==> src/rtl/prog_loader.sv <==
// prog_loader: loads a length-framed byte stream as 16-bit words into instruction memory.
// Define LOADER_CHKSUM_EN to require a trailing XOR checksum byte on every frame.
module prog_loader #(
    parameter logic [15:0] BASE_ADDR = 16'h0000,
    parameter int          MAX_WORDS = 256
) (
    input  logic        clk,
    input  logic        r_st,
    input  logic        load_req,
    input  logic [7:0]  rx_data,
    input  logic        rx_valid,
    output logic        rx_ready,
    output logic        iw_we,
    output logic [15:0] iw_addr,
    output logic [15:0] iw_data,
    output logic        cpu_start,
    output logic        busy,
    output logic        done,
    output logic        err,
    output logic [15:0] word_cnt
);
`ifdef LOADER_CHKSUM_EN
    typedef enum logic [2:0] {IDLE, LEN_HI, LEN_LO, DATA_HI, DATA_LO, CHK, DONE, ERR} state_t;
`else
    typedef enum logic [2:0] {IDLE, LEN_HI, LEN_LO, DATA_HI, DATA_LO, DONE, ERR} state_t;
`endif
    state_t      state;
    logic [7:0]  len_hi;
    logic [7:0]  hi;
    logic [15:0] len;
    logic        xfer;
    logic        arm;
    logic [15:0] len_in;
    assign xfer   = rx_valid && rx_ready;
    assign arm    = load_req && (state == IDLE || state == DONE || state == ERR);
    assign len_in = {len_hi, rx_data};
`ifdef LOADER_CHKSUM_EN
    logic [7:0] chk;
    always_ff @(posedge clk or negedge r_st) begin
        if (!r_st)
            chk <= '0;
        else if (arm)
            chk <= '0;
        else if (xfer && state != CHK)
            chk <= chk ^ rx_data;
    end
`endif
    // word_cnt doubles as the write index; it is cleared on every arm
    always_ff @(posedge clk or negedge r_st) begin
        if (!r_st) begin
            state     <= IDLE;
            rx_ready  <= 1'b0;
            iw_we     <= 1'b0;
            iw_addr   <= '0;
            iw_data   <= '0;
            cpu_start <= 1'b0;
            busy      <= 1'b0;
            done      <= 1'b0;
            err       <= 1'b0;
            word_cnt  <= '0;
            len_hi    <= '0;
            len       <= '0;
            hi        <= '0;
        end else begin
            cpu_start <= 1'b0;
            iw_we     <= 1'b0;
            case (state)
                IDLE, DONE, ERR: if (arm) begin
                    state    <= LEN_HI;
                    rx_ready <= 1'b1;
                    busy     <= 1'b1;
                    done     <= 1'b0;
                    err      <= 1'b0;
                    word_cnt <= '0;
                end
                LEN_HI: if (xfer) begin
                    len_hi <= rx_data;
                    state  <= LEN_LO;
                end
                LEN_LO: if (xfer) begin
                    len <= len_in;
                    if (32'(len_in) > MAX_WORDS) begin
                        state    <= ERR;
                        err      <= 1'b1;
                        busy     <= 1'b0;
                        rx_ready <= 1'b0;
                    end else if (len_in == 16'd0) begin
`ifdef LOADER_CHKSUM_EN
                        state <= CHK;
`else
                        state     <= DONE;
                        done      <= 1'b1;
                        busy      <= 1'b0;
                        cpu_start <= 1'b1;
                        rx_ready  <= 1'b0;
`endif
                    end else
                        state <= DATA_HI;
                end
                DATA_HI: if (xfer) begin
                    hi    <= rx_data;
                    state <= DATA_LO;
                end
                // a write cycle parks here with rx_ready low, then moves on
                DATA_LO: if (iw_we) begin
                    if (word_cnt < len) begin
                        state    <= DATA_HI;
                        rx_ready <= 1'b1;
                    end else begin
`ifdef LOADER_CHKSUM_EN
                        state    <= CHK;
                        rx_ready <= 1'b1;
`else
                        state     <= DONE;
                        done      <= 1'b1;
                        busy      <= 1'b0;
                        cpu_start <= 1'b1;
`endif
                    end
                end else if (xfer) begin
                    iw_we    <= 1'b1;
                    iw_data  <= {hi, rx_data};
                    iw_addr  <= BASE_ADDR + word_cnt;
                    word_cnt <= word_cnt + 16'd1;
                    rx_ready <= 1'b0;
                end
`ifdef LOADER_CHKSUM_EN
                CHK: if (xfer) begin
                    rx_ready  <= 1'b0;
                    busy      <= 1'b0;
                    state     <= (rx_data == chk) ? DONE : ERR;
                    done      <= (rx_data == chk);
                    err       <= (rx_data != chk);
                    cpu_start <= (rx_data == chk);
                end
`endif
                default: state <= IDLE;
            endcase
        end
    end
endmodule

==> config.mk <==
export PLATFORM = sky130hd
export DESIGN_NAME = prog_loader
export DESIGN_NICKNAME = d
export VERILOG_FILES = /design/src/rtl/prog_loader.sv
export SDC_FILE = /design/constraint.sdc
export NUM_CORES = 1
export LEC_CHECK = 0
export CAP_MARGIN = 25
export CORE_UTILIZATION = 35
export CTS_CLUSTER_SIZE = 28
export DETAILED_ROUTE_END_ITERATION = 12
export DONT_BUFFER_PORTS = 1
export MAX_ROUTING_LAYER = met4
export PLACE_DENSITY = 0.45
export REMOVE_ABC_BUFFERS = 1
export SYNTH_ARGS = -nofsm -noshare
export SYNTH_HDL_FRONTEND = slang
export SYNTH_SLANG_ARGS = --single-unit
export TNS_END_PERCENT = 1
==> constraint.sdc <==
create_clock -name clk -period 4.95 [get_ports clk]
set_clock_uncertainty 0.1 [all_clocks]
set_input_delay 0.99 -clock clk [delete_from_list [all_inputs] [get_ports clk]]
set_output_delay 0.99 -clock clk [all_outputs]
set_load 0.05 [all_outputs]
; After elaboration in Yosys (flattened, before gate mapping)
; Index checks and enable logic that the tools add are counted.
[word_totals]
register_bits = 89
inputBits = 12
output_inout_bits = 54
elab_cells = 100
[op_classes]
addsub = 1
n_lt_le_gt_ge = 2
eq_ne = 20
muxes = 43
n_bitwise = 1
reduce_logical = 20
[op_table]
columns = operator, n
row1 = $mux W16, 3
row2 = $pmux W16 S2, 1
row3 = $mux W1, 25
row4 = $mux W3, 8
row5 = $ne A2 B2 Y1 const B, 11
row6 = $add A16 B1 Y16 const B, 1
row7 = $gt A16 B9 Y1 const B, 1
row8 = $logic_not A16 Y1, 1
row9 = $lt A16 B16 Y1, 1
row10 = $pmux W3 S5, 1
row11 = $reduce_and A6 Y1, 2
row12 = $eq A3 B3 Y1 const B, 3
row13 = $ne A3 B3 Y1 const B, 3
row14 = $pmux W1 S3, 3
row15 = $reduce_and A4 Y1, 2
row16 = $reduce_and A7 Y1, 1
row17 = $eq A3 B2 Y1 const B, 2
row18 = $reduce_and A2 Y1, 3
row19 = $reduce_and A5 Y1, 1
row20 = $pmux W1 S2, 2
row21 = $reduce_bool A2 Y1, 2
row22 = $eq A3 B1 Y1 const B, 1
row23 = $logic_not A3 Y1, 1
row24 = $reduce_and A3 Y1, 1
row25 = other kinds (5), 7

; Logic depth before layout (Yosys ltp)
[logic_depth]
depth_word = 6
ltp_mapped = 9

; Least setup slack after synthesis
; OpenSTA, ideal clock, no wires.
[synth_timing]
kind = input -> register
startpoint = input port rx_data[5]
endpoint = register rx_ready
setup_time_ns = 0.135
arrival_ns = 2.119
required_ns = 4.715
setup_slack_ns = 2.596
stages = 5
path_buffers = 0
cell_sequence = nor4_1 -> a21boi_0 -> or3_1 -> a21oi_1 -> a221oi_1
[synth_between]
elab_chain_cells = 4
[synth_rtl]
columns = element, line_no
row1 = "start, declared", 10  ; input logic [7:0] rx_data,
row2 = $gt A16 B9 Y1, 82  ; if (32'(len_in) > MAX_WORDS) begin
row3 = $mux W1, 82
row4 = $mux W1, 80  ; LEN_LO: if (xfer) begin
row5 = $pmux W1 S3, 67  ; case (state)
row6 = "end signal, assigned", 70  ; rx_ready <= 1'b1;
row7 = "end signal, assigned", 86  ; rx_ready <= 1'b0;
row8 = "end signal, assigned", 95  ; rx_ready <= 1'b0;
row9 = "end, declared", 12  ; output logic rx_ready,
; Several ways; a longest one is shown, not always the timed one. The select of a mux whose other input is x is not followed.
; A chain may end at the register's enable or synchronous reset.

; Worst setup path in the final report
[layout_timing]
startpoint = register state[0]
endpoint = register word_cnt[11]
[layout_between]
elab_chain_cells = 6
[layout_rtl]
columns = element, line_no
row1 = "start, declared", 27  ; state_t state;
row2 = "start signal, assigned", 51  ; state <= IDLE;
row3 = "start signal, assigned", 69  ; state <= LEN_HI;
row4 = "start signal, assigned", 78  ; state <= LEN_LO;
row5 = $eq A3 B3 Y1 or $logic_not A3 Y1 (tied branches), "35, 67"
row6 = $logic_or A1 B1 Y1 (2 in a row), 35  ; assign arm = load_req && (state == IDLE || state == DONE || state == ERR);
row7 = $logic_and A1 B1 Y1, 35
row8 = $ne A2 B2 Y1 (no source line), n/a
row9 = $reduce_and A4 Y1 (no source line), n/a
row10 = "end signal, assigned", 124  ; word_cnt <= word_cnt + 16'd1;
row11 = "end, declared", 20  ; output logic [15:0] word_cnt
; Several ways; a longest one is shown, not always the timed one.

==> flow_metrics.py <==
metrics = {
    "synth": {
        "syn_area_per_cell_um2": 9.392,
        "synth_cells": 446,
        "ys.flop_type": "dfrtp_1",
        "synth_edf_count": 0,
        "synth_area_leader_cell": "dfrtp_1",
        "ys_ff_latch": 89,
        "netlist_area_mm2": 0.004189,
        "async_flop_share_pct": 100.0,
        "yosysUniqueCellTypes": 48,
        "ys_warn_count": 0,
        "synth_top_area_share_pct": 53.17,
        "seq_area_frac_synth_pct": 53.17,
        "synth.area.top_cells": "dfrtp_1 53%, nand2_1 12%, mux2_2 4.8%, ha_1 4.8%, o21ai_0 4.1%",
    },
    "placed_design": {
        "place_inst": 570,
        "hpwlAfterDp_um": 6479,
        "routabilityCongestion": 0.7876,
        "dpl_cell_area_mm2": 0.004293,
        "numPortBuffers": 0,
    },
    "clocking": {
        "cts_setup_buffers": 0,
        "clock_tree.root_cell": "clkbuf_16",
        "cts_buffers": 9,
        "cts_hold_buf": 0,
        "htree_levels": 3,
        "path_clk_slew_ns": 0.06,
        "cts_resized": 0,
        "cts.sinks": 89,
        "clockBufferDepth": 2,
        "tritoncts": "yes",
        "clkLatencyLatePin_ns": 0.34,
    },
    "timing": {
        "rsz0062_at_grt": "false",
        "finalCritPeriodShare_pct": 60.19,
        "tns_ns": 0,
        "final-setup-viol-count": 0,
        "tightest_slew_ns": 0.7961,
        "relSlewSlack_pct": 46.93,
        "period_needed_ns": 2.979,
        "finalMaxSlewViolations": 0,
        "fin_hold_ws_ns": 0.2444,
        "hold_viol": 0,
        "timing.fmax_mhz": 335.7,
    },
    "detailed_routing": {
        "drcViolationCount": 16,
        "wire_per_inst_um": 16.71,
        "drtPass1Iterations": 8,
        "viasPerCell": 5.113,
        "drtIter0Drc": 213,
        "detail-route-antenna-nets": 0,
        "wl_um": 9793,
        "vias": 2996,
    },
    "grt": {
        "grt-ovfl-total": 0,
        "grt_max_degree": 90,
        "antenna_found_initial": 0,
        "grt_pass1_vias": 3050,
        "grt_pass1_wl_um": 16540,
        "grt_util_all_layers_pct": 17.61,
    },
    "floorplan": {
        "rows": 39,
        "die_area_mm2": 0.01241,
        "core-area_mm2": 0.01156,
        "ios": 66,
        "die_x_um": 111.4,
        "start_util_pct": 36.22,
        "dieHeight_um": 111.4,
    },
    "status": {
        "violations": "design-rule violations",
        "status": "finished, violations left",
    },
    "power_and_ir_drop": {
        "ir_worst_vdd_uv": 304.1,
        "power_uw": 2621,
        "p_int_uw": 1580,
        "sw_frac_of_total_pct": 39.73,
        "share_comb_of_total_power_pct": 21.3,
        "p_leak_uw": 0.002187,
        "clkPwrFrac_pct": 25.6,
        "p_switching_uw": 1041,
        "seqPwrFrac_pct": 53.1,
        "powerDensity_mw_per_mm2": 572.2,
    },
    "worst_setup_path": {
        "critical_path_class": "flop to flop",
        "startpoint_type": "flop",
        "critPathMaxFanout": 40,
        "required_ns": 5.05,
        "worstPathCellList": "or3b_1 -> or3_4 -> clkinv_2 -> buf_4 -> nand4_1 -> xnor2_1 -> nor2_1",
        "end_kind": "flop",
        "cp_slowest_cell": "or3_4",
        "cp.arrival_ns": 3.08,
        "cpPeakStageDelay_ns": 0.64,
    },
    "cells_and_area": {
        "stdcell_count": 586,
        "areaGrowthSynthToFinish_pct": 9.349,
        "diodes": 0,
        "fin_area_mm2": 0.004581,
        "nets": 466,
        "drive_gt1_share_pct": 9.029,
    },
    "flow_run": {
        "drv_cap": 0,
    },
    "worst_hold_path": {
        "hp-class": "input pin to async pin",
    },
}
==> flip-flops by register name, summed over array words and instances, names as in the netlist <==
signal,flops
err,1
len_hi,8
rx_ready,1
word_cnt,16
iw_addr,16
done,1
iw_we,1
busy,1
cpu_start,1
iw_data,16
len,16
state,3
hi,8
==> area by class of cell <==
type | instances | area (µm²)
clock buffer | 10 | 229.0
clock inverter | 6 | 58.81
fill | 1161 | 6984
inverter | 20 | 76.32
multi-input combinational | 316 | 1795
sequential | 89 | 2227
tap | 143 | 178.9
timing repair buffer | 2 | 15.01
==> power groups by stage <==
| stage | sequential (µW) | clock (µW) | combinational, µW |
|---|---|---|---|
| after floorplan | 1350 | 0 | 441 |
| after global placement | 1400 | 0 | 550 |
| after detailed placement | 1400 | 0 | 560 |
| after CTS | 1390 | 691 | 566 |
| after global routing | 1430 | 719 | 644 |
| final | 1390 | 671 | 558 |
==> worst paths after layout <==
kind                       startpoint           end  slack (ns)  depth (start not counted)
min in group clk                hi[1]    iw_data[9]        0.37                          2
setup / recovery             state[0]  word_cnt[11]        1.97                          7
max in group asynchronous        r_st    iw_data[9]        4.35                          0
hold / removal                   r_st    iw_addr[2]        0.24                          0
hold reg to reg                 hi[1]    iw_data[9]        0.37                          2
setup reg to reg             state[0]  word_cnt[11]        1.97                          7
==> metrics by stage <==
stage	setup WS (ns)	utilization (%)
2_1_floorplan	1.824	-
4_1_cts	1.934	39.61
3_5_place_dp	1.934	37.12
3_3_place_gp	1.994	37.12
6_report	1.971	39.61
5_1_grt	1.745	39.61
==> worst max-delay path: cells and delay by family, from the launching register on <==
kind | cells | cell delay [ns]
xor gates and xnor gates | 1 | 0.19
buffers and inverters | 2 | 0.51
and+or+nand+nor | 4 | 1.44
DFF | 1 | 0.58
==> kinds of logic after synthesis <==
kind of cell	after synthesis	synth area share, %
buffers and inverters	41	4.032
AND/OR/NAND/NOR	203	21.24
adder cells (fa/ha/maj)	16	4.779
AO/OA/AOI/OAI	72	10.48
XOR/XNOR	7	1.464
flip-flops	89	53.17
multiplexers	18	4.839
==> cell usage in the layout (no fill, tap or decap), types with 2 or more instances in the layout <==
master     count
nand4_1        5
nand3_1        8
o31ai_1        2
nor3_1         4
dfrtp_1       89
xor2_1         2
xnor2_1        5
a21boi_0       2
nor2_1        22
and3_1         6
buf_4          2
a221oi_1       3
and3b_1        2
nor4_1         4
nor2b_1        2
clkinv_2       5
nand2b_1       4
ha_1          16
a211oi_1       2
o21a_1         2
clkbuf_16      9
or3_1          4
a2111oi_0      2
o21ai_0       34
inv_1         19
and4_1         2
a211o_1        2
and2_1         2
a21oi_1       13
mux2_2        18
nand2_1      132
==> cell usage after synthesis, types with 5 or more instances <==
| cell type | count |
|---|---|
| nand3_1 | 8 |
| nand4_1 | 5 |
| dfrtp_1 | 89 |
| and3_1 | 6 |
| nand2_1 | 132 |
| o21ai_0 | 34 |
| ha_1 | 16 |
| mux2_2 | 18 |
| a21oi_1 | 13 |
| inv_1 | 19 |
| buf_2 | 5 |
| nor2_1 | 22 |
| clkbuf_1 | 14 |
| xnor2_1 | 5 |
==> layer usage <==
metal / routed length [µm] / up-vias / global-route usage, %
met4: 99 / 0 / 6.486
met3: 539 / 6 / 4.518
met2: 4506 / 71 / 26.83
met1: 4647 / 1431 / 22.63
met5: 0 / - / -
li1: - / 1488 / -
No activity file was read; power rests on OpenSTA's default activity.
